==> config.mk <==
export PLATFORM = sky130hd
export DESIGN_NAME = uart_rx_flat
export DESIGN_NICKNAME = d
export VERILOG_FILES = /design/src/rtl/uart_pkg.sv /design/src/rtl/uart_rx_if.sv /design/src/rtl/uart_rx_fifo.sv /design/src/rtl/uart_rx.sv /design/src/flat_wrapper.sv
export SDC_FILE = /design/constraint.sdc
export NUM_CORES = 1
export LEC_CHECK = 0
export BUFFER_PORTS_ARGS = -buffer_cell sky130_fd_sc_hd__buf_2
export CAP_MARGIN = 5
export CORE_AREA = 2 2 97 99
export DETAILED_ROUTE_END_ITERATION = 8
export DIE_AREA = 0 0 99 101
export PLACE_DENSITY = 0.77
export SLEW_MARGIN = 20
export SYNTH_ARGS = -nofsm -noshare
export SYNTH_HDL_FRONTEND = slang
export SYNTH_SLANG_ARGS = --single-unit
==> constraint.sdc <==
create_clock -name clk -period 7.21 [get_ports clk]
set_clock_uncertainty 0.05 [all_clocks]
set_input_delay 0.3605 -clock clk [delete_from_list [all_inputs] [get_ports clk]]
set_output_delay 0.3605 -clock clk [all_outputs]
set_load 0.03 [all_outputs]
==> src/rtl/uart_pkg.sv <==
// -----------------------------------------------------------------------------
// uart_pkg: shared types and constants for the UART receive path.
//   rx_state_t        frame FSM states (IDLE, START, DATA, STOP)
//   MIN_RATE          smallest clocks-per-bit accepted by the receiver
//   DEFAULT_RX_DEPTH  default receive FIFO depth
//   clamp_rate()      returns max(rate, MIN_RATE)
// -----------------------------------------------------------------------------
package uart_pkg;

    localparam int MIN_RATE         = 4;
    localparam int DEFAULT_RX_DEPTH = 4;

    typedef enum logic [1:0] {
        IDLE  = 2'd0,
        START = 2'd1,
        DATA  = 2'd2,
        STOP  = 2'd3
    } rx_state_t;

    // Rates below MIN_RATE leave too few clocks for a meaningful mid-bit sample.
    function automatic logic [15:0] clamp_rate(input logic [15:0] rate);
        return (rate < 16'(MIN_RATE)) ? 16'(MIN_RATE) : rate;
    endfunction

endpackage

==> src/rtl/uart_rx_if.sv <==
// -----------------------------------------------------------------------------
// uart_rx_if: received-byte stream from the UART receiver to its consumer.
//   data   head byte of the receive FIFO (0 when empty)
//   valid  FIFO non-empty
//   ready  consumer accepts the head byte when valid && ready
// Modports: master (receiver side), slave (consumer side).
// -----------------------------------------------------------------------------
interface uart_rx_if;

    logic [7:0] data;
    logic       valid;
    logic       ready;

    modport master (output data, output valid, input  ready);
    modport slave  (input  data, input  valid, output ready);

endinterface

==> src/rtl/uart_rx_fifo.sv <==
// -----------------------------------------------------------------------------
// uart_rx_fifo: byte FIFO holding received characters.
//   clk, nReset  clock and synchronous active-high reset
//   push, din    write request and byte; ignored when full unless popping
//   pop          read request; ignored when empty
//   dout         head byte, forced to 0 while empty
//   count        number of stored entries (0..DEPTH)
//   full, empty  status flags derived from count
// -----------------------------------------------------------------------------
module uart_rx_fifo
    import uart_pkg::*;
#(
    parameter int DEPTH = DEFAULT_RX_DEPTH
) (
    input  logic                       clk,
    input  logic                       nReset,
    input  logic                       push,
    input  logic                       pop,
    input  logic [7:0]                 din,
    output logic [7:0]                 dout,
    output logic [$clog2(DEPTH):0]     count,
    output logic                       full,
    output logic                       empty
);

    localparam int AW = $clog2(DEPTH);

    logic [7:0]    mem_q [DEPTH];
    logic [AW-1:0] wr_ptr_q, wr_ptr_d;
    logic [AW-1:0] rd_ptr_q, rd_ptr_d;
    logic [AW:0]   count_q,  count_d;
    logic          push_ok, pop_ok;

    assign full  = (count_q == (AW+1)'(DEPTH));
    assign empty = (count_q == '0);
    assign count = count_q;
    assign dout  = empty ? 8'h00 : mem_q[rd_ptr_q];

    // A simultaneous pop frees the slot, so a push into a full FIFO still lands.
    assign push_ok = push && (!full || pop);
    assign pop_ok  = pop && !empty;

    always_comb begin
        // NOTE: every variable gets a default before any branch; a path that
        // leaves one unassigned would infer a latch.
        wr_ptr_d = wr_ptr_q;
        rd_ptr_d = rd_ptr_q;
        count_d  = count_q;
        if (push_ok) wr_ptr_d = wr_ptr_q + 1'b1;  // power-of-two depth wraps naturally
        if (pop_ok)  rd_ptr_d = rd_ptr_q + 1'b1;
        if (push_ok && !pop_ok)      count_d = count_q + 1'b1;
        else if (!push_ok && pop_ok) count_d = count_q - 1'b1;
    end

    // NOTE: state registers use non-blocking assignment so every flop samples
    // the pre-edge values, independent of statement order.
    always_ff @(posedge clk) begin
        if (nReset) begin
            wr_ptr_q <= '0;
            rd_ptr_q <= '0;
            count_q  <= '0;
        end else begin
            wr_ptr_q <= wr_ptr_d;
            rd_ptr_q <= rd_ptr_d;
            count_q  <= count_d;
        end
    end

    // NOTE: the storage array is deliberately not reset; emptiness is tracked
    // by count_q and dout is masked while empty, so stale contents never leak.
    always_ff @(posedge clk) begin
        if (push_ok) mem_q[wr_ptr_q] <= din;
    end

endmodule

==> src/rtl/uart_rx.sv <==
// -----------------------------------------------------------------------------
// uart_rx: 8N1 UART receiver with a receive FIFO and RTS flow control.
//   clk, nReset  clock and synchronous active-high reset
//   rx           asynchronous serial line, idle high
//   rate         clocks per bit, captured at each start-bit detection
//   rx_out       byte stream to the consumer (data/valid/ready)
//   rts          registered; high while at least 2 FIFO slots are free
//   frame_err    one-cycle pulse when a stop bit samples low
//   overrun      one-cycle pulse when a byte is dropped on a full FIFO
// -----------------------------------------------------------------------------
module uart_rx
    import uart_pkg::*;
#(
    parameter int DEPTH = DEFAULT_RX_DEPTH
) (
    input  logic        clk,
    input  logic        nReset,
    input  logic        rx,
    input  logic [15:0] rate,
    uart_rx_if.master   rx_out,
    output logic        rts,
    output logic        frame_err,
    output logic        overrun
);

    localparam int AW = $clog2(DEPTH);

    rx_state_t   state_q,     state_d;
    logic [1:0]  sync_q,      sync_d;
    logic [1:0]  sync_live_q, sync_live_d;
    logic        rx_prev_q,   rx_prev_d;
    logic [15:0] cnt_q,       cnt_d;
    logic [15:0] eff_rate_q,  eff_rate_d;
    logic [2:0]  bit_cnt_q,   bit_cnt_d;
    logic [7:0]  shift_q,     shift_d;
    logic        frame_err_q, frame_err_d;
    logic        overrun_q,   overrun_d;
    logic        rts_q,       rts_d;

    logic        rx_s, fall, push, push_ok, pop, bad_stop;
    logic [15:0] half;
    logic [7:0]  fifo_dout;
    logic [AW:0] fifo_count, count_next;
    logic        fifo_full, fifo_empty;

    uart_rx_fifo #(.DEPTH(DEPTH)) u_fifo (
        .clk    (clk),
        .nReset (nReset),
        .push   (push),
        .pop    (pop),
        .din    (shift_q),
        .dout   (fifo_dout),
        .count  (fifo_count),
        .full   (fifo_full),
        .empty  (fifo_empty)
    );

    assign rx_s          = sync_q[1];
    assign rx_out.data   = fifo_dout;
    assign rx_out.valid  = !fifo_empty;
    assign rts           = rts_q;
    assign frame_err     = frame_err_q;
    assign overrun       = overrun_q;

    // rx_prev_q stays 0 until the synchronizer holds real line samples, so a
    // line that is already low when reset releases never looks like an edge.
    assign fall = rx_prev_q && !rx_s;
    assign half = {1'b0, eff_rate_q[15:1]};

    always_comb begin
        sync_d      = {sync_q[0], rx};
        sync_live_d = {sync_live_q[0], 1'b1};
        rx_prev_d   = sync_live_q[1] && rx_s;
        state_d     = state_q;
        cnt_d       = cnt_q + 16'd1;
        eff_rate_d  = eff_rate_q;
        bit_cnt_d   = bit_cnt_q;
        shift_d     = shift_q;
        push        = 1'b0;
        bad_stop    = 1'b0;

        unique case (state_q)
            IDLE: begin
                cnt_d = '0;
                if (fall) begin
                    eff_rate_d = clamp_rate(rate);
                    bit_cnt_d  = '0;
                    state_d    = START;
                end
            end
            START: begin
                // Half a bit after the edge: still low means a real start bit.
                if (cnt_q == half - 16'd1) begin
                    cnt_d   = '0;
                    state_d = rx_s ? IDLE : DATA;
                end
            end
            DATA: begin
                if (cnt_q == eff_rate_q - 16'd1) begin
                    cnt_d     = '0;
                    shift_d   = {rx_s, shift_q[7:1]};
                    bit_cnt_d = bit_cnt_q + 3'd1;
                    if (bit_cnt_q == 3'd7) state_d = STOP;
                end
            end
            STOP: begin
                if (cnt_q == eff_rate_q - 16'd1) begin
                    cnt_d    = '0;
                    state_d  = IDLE;
                    push     = rx_s;
                    bad_stop = !rx_s;
                end
            end
            default: state_d = IDLE;
        endcase

        pop         = rx_out.valid && rx_out.ready;
        push_ok     = push && (!fifo_full || pop);
        frame_err_d = bad_stop;
        overrun_d   = push && fifo_full && !pop;

        // Mirror of the FIFO's next count so rts lines up with the new occupancy.
        count_next = fifo_count;
        if (push_ok && !pop)      count_next = fifo_count + 1'b1;
        else if (!push_ok && pop) count_next = fifo_count - 1'b1;
        rts_d = (count_next <= (AW+1)'(DEPTH - 2));
    end

    always_ff @(posedge clk) begin
        if (nReset) begin
            state_q     <= IDLE;
            sync_q      <= 2'b11;
            sync_live_q <= 2'b00;
            rx_prev_q   <= 1'b0;
            cnt_q       <= '0;
            eff_rate_q  <= '0;
            bit_cnt_q   <= '0;
            shift_q     <= '0;
            frame_err_q <= 1'b0;
            overrun_q   <= 1'b0;
            rts_q       <= 1'b1;
        end else begin
            state_q     <= state_d;
            sync_q      <= sync_d;
            sync_live_q <= sync_live_d;
            rx_prev_q   <= rx_prev_d;
            cnt_q       <= cnt_d;
            eff_rate_q  <= eff_rate_d;
            bit_cnt_q   <= bit_cnt_d;
            shift_q     <= shift_d;
            frame_err_q <= frame_err_d;
            overrun_q   <= overrun_d;
            rts_q       <= rts_d;
        end
    end

endmodule

==> src/flat_wrapper.sv <==
// flat-port wrapper written by rule: the top's interface ports become plain ports
module uart_rx_flat import uart_pkg::*;
#(
    parameter int DEPTH = DEFAULT_RX_DEPTH
)
  (clk, nReset, rx, rate, rts, frame_err, overrun, rx_out_data, rx_out_valid, rx_out_ready);
  uart_rx_if rx_out_i ();
  input  logic clk;
  input  logic nReset;
  input  logic rx;
  input  logic [15:0] rate;
  output logic rts;
  output logic frame_err;
  output logic overrun;
  output wire logic [$bits(rx_out_i.data)-1:0] rx_out_data;
  output wire logic [$bits(rx_out_i.valid)-1:0] rx_out_valid;
  input wire logic [$bits(rx_out_i.ready)-1:0] rx_out_ready;
  assign rx_out_data = rx_out_i.data;
  assign rx_out_valid = rx_out_i.valid;
  assign rx_out_i.ready = rx_out_ready;
  uart_rx #(.DEPTH(DEPTH)) u_core (.clk(clk), .nReset(nReset), .rx(rx), .rate(rate), .rx_out(rx_out_i), .rts(rts), .frame_err(frame_err), .overrun(overrun));
endmodule
### Word-level counts from Yosys, hierarchy flattened

Memories as Yosys holds them, arrays and structs flattened. A register that Yosys moved wholly into a read port is not among the register bits.
Cells that the tools add are included.
Widths: inputs -> output; s select.

| operators by class | value |
|---|---|
| equality and inequality tests | 12 |
| $add $sub $neg | 8 |
| reductions and logical operators | 28 |
| order comparisons | 2 |
| bitwise gates (word level) | 2 |
| mux-type cells | 26 |

Operators with widths:

| cell | count |
|---|---|
| $mux 16 | 3 |
| $pmux 16 s3 | 1 |
| $eq 16x16->1 | 2 |
| $mux 3 | 6 |
| $add 16x1->16 const B | 1 |
| $lt 16x3->1 const B | 1 |
| $mux 2 | 8 |
| $sub 15x1->16 const B | 1 |
| $sub 16x1->16 const B | 1 |
| $logic_and 1x1->1 | 11 |
| $ne 2x1->1 const B | 5 |
| $mux 8 | 1 |
| $pmux 2 s4 | 1 |
| $add 3x1->3 const B | 2 |
| $eq 3x3->1 const B | 2 |
| $logic_not 1->1 | 6 |
| $pmux 3 s2 | 1 |
| $mux 1 | 5 |
| $reduce_and 5->1 | 1 |
| $add 2x1->2 const B | 2 |
| $eq 2x2->1 const B | 2 |
| $reduce_and 2->1 | 2 |
| $reduce_bool 2->1 | 2 |
| $le 3x2->1 const B | 1 |
| 9 further kinds | 10 |

| word-level totals | value |
|---|---|
| bits of input ports | 20 |
| memory bits (writable) | 32 |
| output and inout bits | 12 |
| logic and storage cells | 94 |
| bits in registers | 60 |
| memories | 1 |

Memories:

| name | depth | width | rd ports | clocked after Yosys merged registers in | write ports | RTL line | RTL |
|---|---|---|---|---|---|---|---|
| u_core.u_fifo.mem_q | 4 | 8 | 1 | 1 | 1 | uart_rx_fifo.sv:28 | `logic [7:0] mem_q [DEPTH];` |

### Depth between registers and ports, before layout

Gate-level depths: netlist of the first run.

| logic depth | value |
|---|---|
| word-level depth | 10 |
| gate-level depth with buffers | 14 |

### Cells and area by module

A second synthesis of the first run with hierarchy kept.

| unflattened totals | value |
|---|---|
| cells, all modules | 511 |
| area total of the unflattened synthesis | 5013.6 um^2 |

By module, submodules not included:

| module | sequential area each (um^2) | instances | cells each | area an instance (um^2) |
|---|---|---|---|---|
| uart_rx | 1061.0 | 1 | 411 | 3306.9 |
| uart_rx_fifo | 1141.1 | 1 | 100 | 1706.6 |

### Worst setup path after synthesis of the first run

Ideal clock, no wire load.

| path | value |
|---|---|
| path kind | register to register |
| start point | register u_core.eff_rate_q[2] |
| end point | register u_core.u_fifo.count_q[2] (netlist: u_core.u_fifo.count[2]) |
| clock period less this slack | 3.150 ns |
| slack | 4.060 ns |
| cell stages (with the launch flop) | 13 |
| arrival | 3.030 ns |
| required time | 7.089 ns |
| library setup time | 0.071 ns |
| cells stage by stage | dfxtp_1 buf_2 inv_1 ha_1 nor3b_4 nand2_2 xor2_1 o2111ai_1 or4_4 nor3_4 ha_1 or3_1 a21oi_1 |

| between the ends | value |
|---|---|
| cells in the longest elaborated chain, start to end | 8 |

Ends and longest elaborated chain:

| element | RTL line | RTL |
|---|---|---|
| start, declared | uart_rx.sv:33 | `logic [15:0] eff_rate_q, eff_rate_d;` |
| start signal, assigned | uart_rx.sv:148 | `eff_rate_q <= eff_rate_d;` |
| $sub 16x1->16 * | uart_rx.sv:107 | `if (cnt_q == eff_rate_q - 16'd1) begin` |
| $eq 16x16->1 * | uart_rx.sv:107 |  |
| $mux 1 * | uart_rx.sv:107 |  |
| $mux 1 * | uart_rx.sv:82 | `unique case (state_q)` |
| $logic_and 1x1->1 * | -- |  |
| via u_core.push_ok | uart_rx.sv:40 | `logic rx_s, fall, push, push_ok, pop, bad_stop;` |
| $logic_not 1->1 | uart_rx_fifo.sv:52 | `else if (!push_ok && pop_ok) count_d = count_q - 1'b1;` |
| $logic_and 1x1->1 | uart_rx_fifo.sv:52 |  |
| $reduce_bool 2->1 (no source line) | -- |  |
| end signal, assigned | uart_rx_fifo.sv:65 | `count_q <= count_d;` |
| end, declared | uart_rx_fifo.sv:31 | `logic [AW:0] count_q, count_d;` |

Mark *: on every way through the listed nets, which the timed path passes. The rest lies on a longest branch.
A chain may end at the register's enable or synchronous reset.

### Final worst setup path of the first run

Same ends and word-level chain as after synthesis.

==> key figures, run 1 <==
Route
  • # DRC: 0
  • Total number of vias: ~3800
  • Initial DRC Count: 146
  • Wire per inst: approximately 17 um
  • Drt via density: between 6 and 7
  • Total Routed Length: 10800 um
  • First-pass DRT Iterations: 5
  • Post-DRT Antenna Nets: 0

Clock tree
  • PostCTS Resize Cnt: 0
  • CTS buffer count: 9
  • TritonCTS clock tree: yes
  • H-tree depth: 3
  • # clock sinks: 94
  • Worst skew pair latency: around 370 ps
  • CTS max path bufs: 2
  • Clock transition at the registers of the reported paths: around 100 ps
  • # Post-CTS Setup Buffers: 0
  • Clock Root Buffer: clkbuf_8
  • Hold Buf Count CTS: 0

Die
  • Rows: 35
  • Core area: ~9000 um2
  • I/O pins: 32
  • Die area: roughly 10000 um2
  • Vert. Die Dim: around 100 um
  • Die width: between 90 and 100 um
  • Starting Density: roughly 58%

Timing
  • Final setup fails: 0
  • Slew margin rel.: between 30 and 40%
  • Worst slew pin tran: 948 ps
  • Max Freq: approximately 280 MHz
  • Fin. max-slew vios: 0
  • Final hold violations: 0
  • Setup TNS: 0 ps
  • Fin crit share: between 40% and 50%
  • Post-layout min period: around 3600 ps
  • Unrepaired setup endpoints after global routing: no

Synth
  • Compound-Gate Fraction of Synth Area: approximately a tenth
  • Register bit total from synthesis: 94
  • Synth unique cells: 74
  • Mean Syn Cell Area: ~10 um2
  • Mux contribution to synthesized area: 5.44%
  • Syn nets: between 500 and 600
  • Simple-gate portion of the synthesized area: between 20 and 25%
  • Synth warnings: 0
  • Post-Synth Adder-Cell Area: approximately 3.6%
  • Post-synth ARST share: 0%
  • Main synth FF type: dfxtp_1
  • Xor-xnor portion of the synthesized cell area: around a tenth
  • Largest family of logic cells by synthesized area: simple AND/OR/NAND/NOR gates
  • Post-synth EDFFs: 32
  • Syn Inst Count: ~500
  • Sequential cell area fraction in the yosys report: 42.4%
  • Synth Cell Area: 5190 um2

Global routing
  • Antenna violations before repair: 0
  • First-pass GRT wire length: between 15000 and 20000 um
  • Vias in the first global route: 3712
  • Largest net degree at the start of global routing: 53
  • Global route overflow: 0
  • Total track usage: between 20% and 30%

Placement
  • Global placer's final weighted congestion: about 0.94
  • Number of port buffers: 31
  • Inst Count DP: just over 600
  • Final HPWL DP: 7960 um

Layout
  • Area grow syn2layout: 5.73%
  • Layout cells sized above 1: 14.7%
  • Final Instance Count excl. Fillers: 635
  • Commonest non-fill, non-tap cell in the layout: dfxtp_1
  • Nets: 554
  • Most frequent cells in the layout: dfxtp_1, nand2_1, xnor2_1
  • Fillers: around 740
  • Diodes inserted: 0

Run status
  • Status: finished clean

Run
  • Max-cap viol count: 0

Setup path
  • CP required: between 7000 and 8000 ps
  • Crit-path max FO: 10
  • Crit start category: flip-flop
  • WP data arrival: roughly 3800 ps
  • Crit. End Element: flip-flop
  • Setup CP Type: flip-flop to flip-flop

Power and ir drop
  • Max VDD drop: between 0.00009 and 0.0001 V
  • Pwr dens: between 150 and 200 nW/um2
  • LEAKAGE: roughly 2.1 nW

Min path
  • Hold WC Path Type: input pin to flip-flop
[power breakdown]
| group | switching, mW | total [mW] | leakage (nW) | internal, mW |
|---|---|---|---|---|
| clock | 0.212 | 0.348 | 0.0970 | 0.136 |
| sequential | 0.00292 | 0.548 | 0.835 | 0.545 |
| combinational | 0.0231 | 0.0386 | 1.21 | 0.0156 |
[metal layers]
metal	vias to the layer above	global-route usage [%]	part of all wire (%)
met5	-	0	0
met4	0	12.6	3.8
met3	27	3.40	3.9
met2	96	38.5	49
met1	1828	28.4	43
li1	1865	-	-
[sequential cells by signal, indices dropped and copies added, names as in the netlist, named ones only]
name                    count
u_core.sync_live_q          2
u_core.bit_cnt_q            3
u_core.u_fifo.wr_ptr_q      2
u_core.rx_prev_q            1
u_core.frame_err            1
u_core.rts                  1
u_core.eff_rate_q          16
u_core.u_fifo.mem_q        32
u_core.overrun              1
u_core.state_q              1
u_core.u_fifo.count         3
u_core.shift_q              8
u_core.sync_q               2
u_core.cnt_q               16
u_core.u_fifo.rd_ptr_q      2
[layout make-up]
| class | instances | area (um2) | area share (%) |
|---|---|---|---|
| clock buffer | 9 | 124 | 2.26 |
| clock inverter | 7 | 72.6 | 1.32 |
| inverter | 17 | 63.8 | 1.16 |
| multi-input combinational | 366 | 2740 | 49.8 |
| sequential | 94 | 2200 | 40.1 |
| tap | 111 | 139 | 2.53 |
| timing repair buffer | 31 | 155 | 2.83 |
[cell usage after synthesis, types with 3 or more instances]
library cell / n / area [um2]
nand4_1: 12 / 75.1
buf_4: 3 / 22.5
o311ai_0: 3 / 26.3
xor2_1: 27 / 236
edfxtp_1: 32 / 961
nor3_1: 23 / 115
and3_1: 12 / 75.1
nor2b_1: 9 / 56.3
buf_2: 6 / 30.0
o2111ai_1: 4 / 35.0
inv_1: 17 / 63.8
mux4_2: 8 / 180
a221oi_1: 3 / 26.3
nand2_1: 51 / 191
nand3_1: 8 / 40.0
mux2i_1: 8 / 80.1
o31ai_1: 4 / 30.0
a21oi_1: 23 / 115
nand3b_1: 3 / 22.5
o211ai_1: 3 / 22.5
a31oi_1: 4 / 25.0
nor4_1: 7 / 43.8
or2_2: 4 / 25.0
ha_1: 15 / 188
nor2_1: 24 / 90.1
xnor2_1: 35 / 307
clkbuf_1: 21 / 78.8
and2_1: 15 / 93.8
dfxtp_1: 62 / 1240
nor4_4: 3 / 63.8
a311oi_1: 4 / 35.0
buf_6: 5 / 56.3
[stage by stage]
step	util [%]	hold WS, ps	area, um2	power (mW)	setup slack, ps
after CTS	61.2	112	5490	0.941	3650
after floorplan	-	339	5190	0.587	4060
after detailed placement	59.0	349	5300	0.599	3680
final	61.2	123	5490	0.935	3650
after global routing	61.2	132	5490	0.969	3370
after global placement	59.0	343	5300	0.598	3830
[kinds of logic after synthesis]
kind of cell,count (synthesis)
DFF,94
buffers and inverters,53
and+or+nand+nor,199
adders and majority gates,15
AOI/OAI and AO/OA,73
muxes,17
xor gates and xnor gates,62
[worst paths after layout]
kind / startpoint / end / cells past startpoint / slack, ps
hold / removal: rx / u_core.sync_q[0] / 2 / 120
hold reg to reg: u_core.sync_q[0] / u_core.sync_q[1] / 1 / 360
setup reg to reg: u_core.eff_rate_q[2] / u_core.u_fifo.count[2] / 11 / 3650
setup / recovery: u_core.eff_rate_q[2] / u_core.u_fifo.count[2] / 11 / 3650
[worst max-delay path, stage by stage (launching register included)]
cell,delay (ps)
dfxtp_1,410
inv_1,120
ha_1,270
nor3b_4,400
nand3b_1,140
xnor2_1,210
o311ai_1,160
or4_4,540
nor3_4,280
ha_1,340
or3_1,400
a21oi_1,150
Power figures use the tool's default switching activity.
==> inputs of run 2 (changes only) <==
--- a/config.mk
+++ b/config.mk
@@ -7,10 +7,10 @@
 export LEC_CHECK = 0
 export BUFFER_PORTS_ARGS = -buffer_cell sky130_fd_sc_hd__buf_2
 export CAP_MARGIN = 5
-export CORE_AREA = 2 2 97 99
+export CORE_AREA = 2 2 101 103
 export DETAILED_ROUTE_END_ITERATION = 8
-export DIE_AREA = 0 0 99 101
-export PLACE_DENSITY = 0.77
+export DIE_AREA = 0 0 103 105
+export PLACE_DENSITY = 0.74
 export SLEW_MARGIN = 20
 export SYNTH_ARGS = -nofsm -noshare
 export SYNTH_HDL_FRONTEND = slang
==> constraint.sdc (replaced) <==
create_clock -name clk -period 3.1 [get_ports clk]
set_clock_uncertainty 0.05 [all_clocks]
set_input_delay 0.155 -clock clk [delete_from_list [all_inputs] [get_ports clk]]
set_output_delay 0.155 -clock clk [all_outputs]
set_load 0.03 [all_outputs]
==> run 2 against run 1 <==
Net effect: the run now ends with negative setup slack left; sequential power increased by 130%; fmax increased by 14%; non-clock buffer count increased by 65; routed wire length increased by 15%; utilization increased by 3.3 points; sequential share of layout area decreased by 4.5 points; combinational power increased to 3.4 times the previous value; global-route usage increased by 0.091 points; largest power group unchanged.
==> key figures, run 2 (same netlist as run 1, synthesis figures left out) <==
Setup path
  • Crit-path max FO: 7 (was 10)
  • Setup CP Type: flip-flop to flip-flop (unchanged)
  • WP data arrival: 3280 ps (was 3800 ps)
  • Crit start category: flip-flop (unchanged)
  • Crit. End Element: flip-flop (unchanged)
  • CP required: 3260 ps (was 7450 ps)

Die
  • Core area: 9640 um2 (was 8980 um2)
  • Die area: 10800 um2 (was 10000 um2)
  • Die width: 103 um (was 99 um)
  • Starting Density: 53.9% (was 57.9%)
  • Vert. Die Dim: 105 um (was 101 um)
  • I/O pins: 32 (unchanged)
  • Rows: 36 (was 35)

Timing
  • Final hold violations: 0 (unchanged)
  • Fin. max-slew vios: 0 (unchanged)
  • Final setup fails: 2 (was 0)
  • Max Freq: 320 MHz (was 281 MHz)
  • Fin crit share: 101% (was 49.3%)
  • Post-layout min period: 3120 ps (was 3560 ps)
  • Unrepaired setup endpoints after global routing: yes (was no)
  • Setup TNS: -36.0 ps (was 0 ps)
  • Worst slew pin tran: 954 ps (was 948 ps)
  • Final Worst Setup Slack: -24.0 ps (was 3650 ps)
  • Slew margin rel.: 36.4% (was 36.8%)

Clock tree
  • CTS max path bufs: 2 (unchanged)
  • TritonCTS clock tree: yes (unchanged)
  • CTS buffer count: 9 (unchanged)
  • Clock Root Buffer: clkbuf_8 (unchanged)
  • Worst skew pair latency: 370 ps (about the same)
  • Clock transition at the registers of the reported paths: 100 ps (about the same)
  • # clock sinks: 94 (unchanged)
  • H-tree depth: 3 (unchanged)

Global routing
  • Largest net degree at the start of global routing: 53 (unchanged)
  • GRT met1 Usage: 28.8% (was 28.4%)
  • Antenna violations before repair: 0 (unchanged)
  • Vias in the first global route: 4010 (was 3712)
  • Met3 track demand over resource: 3.08% (was 3.40%)
  • Total track usage: 23.0% (was 22.9%)
  • GR Util met2: 38.9% (was 38.5%)
  • First-pass GRT wire length: 19600 um (was 18100 um)
  • Global route overflow: 0 (unchanged)
  • GR peak layer: met2 (unchanged)

Placement
  • Dpl cell area: 5700 um2 (was 5300 um2)
  • Pre-CTS setup slack: -68.7 ps (was 3680 ps)
  • Final HPWL DP: 8770 um (was 7960 um)
  • Number of port buffers: 31 (unchanged)
  • Global placer's final weighted congestion: 0.932 (was 0.944)

Route
  • Post-DRT Antenna Nets: 0 (unchanged)
  • First-pass DRT Iterations: 5 (unchanged)
  • # DRC: 0 (unchanged)
  • Total number of vias: 4169 (was 3816)
  • Wire per inst: 17.1 um (was 16.9 um)
  • Initial DRC Count: 258 (was 146)
  • Drt via density: 5.77 (was 6.01)
  • Total Routed Length: 12400 um (was 10800 um)

Power and ir drop
  • Pwr dens: 355 nW/um2 (was 170 nW/um2)
  • Switching pwr: 557 uW (was 238 uW)
  • Clock group share of total power: 36.4% (was 37.2%)
  • Seq pwr share: 57.7% (was 58.6%)
  • Net Sw Frac: 25.2% (was 25.5%)
  • Internal power: 1.65 mW (was 697 uW)
  • Max VDD drop: 0.000201 V (was 0.0000992 V)
  • Combinational Power Share: 6.0% (was 4.1%)
  • LEAKAGE: 2.49 nW (was 2.14 nW)

Min path
  • Hold WC Path Type: input pin to flip-flop (unchanged)

Run status
  • Status: finished, violations left (was finished clean)
  • Violated checks: negative setup slack

Layout
  • Layout cells sized above 1: 26.7% (was 14.7%)
  • Most frequent cells in the layout: dfxtp_1, nand2_1, buf_4 (was dfxtp_1, nand2_1, xnor2_1)
  • Commonest non-fill, non-tap cell in the layout: dfxtp_1 (unchanged)
  • Fillers: 781 (was 739)
  • Diodes inserted: 0 (unchanged)
  • FF+latch area: 2210 um2 (was 2200 um2)
  • Area grow syn2layout: 19.7% (was 5.73%)
  • Reg with most FFs: u_core.u_fifo.mem_q (unchanged)
  • Design area: 6220 um2 (was 5490 um2)
  • Nets: 619 (was 554)
  • Area of the multi-input gates: 2880 um2 (was 2740 um2)
  • Largest registers: u_core.u_fifo.mem_q x32, u_core.cnt_q x16, u_core.eff_rate_q x16 (unchanged)
  • Post-layout util: 64.5% (was 61.2%)
  • Max reg flops: 32 (unchanged)

Run
  • Max-cap viol count: 0 (unchanged)
-- run 2: cell count changes in the layout (fill, tap and decap cells not counted), sizes merged --
cell,delta
buf,+51
dlygate4sd3,+14
clkinv,+2
inv,-2
-- run 2: metal layers --
layer,part of all wire [%],vias up
li1,-,1999
met1,41,1993
met2,50,132
met3,5.1,45
met4,3.9,0
met5,0,-
-- run 2: metrics by stage --
step	power, mW	std cells	hold slack (ps)
after floorplan	1.37	513	209
after global placement	1.40	683	295
after detailed placement	1.40	683	298
after CTS	2.22	720	18.9
after global routing	2.29	722	25.1
final	2.21	722	24.9
-- run 2: timing repair --
| item | CTS | global route |
|---|---|---|
| hold buffers | 14 | 0 |
| setup buffers | 7 | 7 |
| pin swaps | 6 | 15 |
| hold endpoints to repair | 14 | 0 |
| endpoints found under the setup margin | 4 | 37 |
| resized for setup | 13 | 24 |
-- run 2: worst paths after layout --
path / slack, ps / to / cells after the start / from
setup reg to reg: -20 / u_core.u_fifo.count[2] / 11 / u_core.eff_rate_q[7]
hold reg to reg: 370 / u_core.sync_q[1] / 1 / u_core.sync_q[0]
setup / recovery: -20 / u_core.u_fifo.count[2] / 11 / u_core.eff_rate_q[7]
hold / removal: 20 / u_core.eff_rate_q[7] / 3 / rate[7]
-- run 2: area by class of cell --
type	count	share of cell area, %
clock inverters	7	1.29
multi-input cells	366	46.3
inverters	17	1.07
well taps	133	2.68
flip-flops and latches	94	35.6
clock buffers	9	1.99
repair buffers	96	11.2
-- run 2: critical path, cell delays in order (launching register included) --
cell and delay (ps):
dfxtp_4 380, buf_6 140, nor4_4 370, nand4_1 210, xnor2_2 230, o311ai_2 180
or4_4 470, nor3_4 240, ha_4 250, buf_4 140, o21ai_0 210, a21oi_1 90
-- run 2: power by group through the flow --
stage | logic, mW | registers, mW | clock network, mW
after floorplan | 0.0668 | 1.30 | 0
after global placement | 0.0991 | 1.30 | 0
after detailed placement | 0.101 | 1.30 | 0
after CTS | 0.124 | 1.27 | 0.823
after global routing | 0.142 | 1.27 | 0.870
final | 0.132 | 1.27 | 0.802
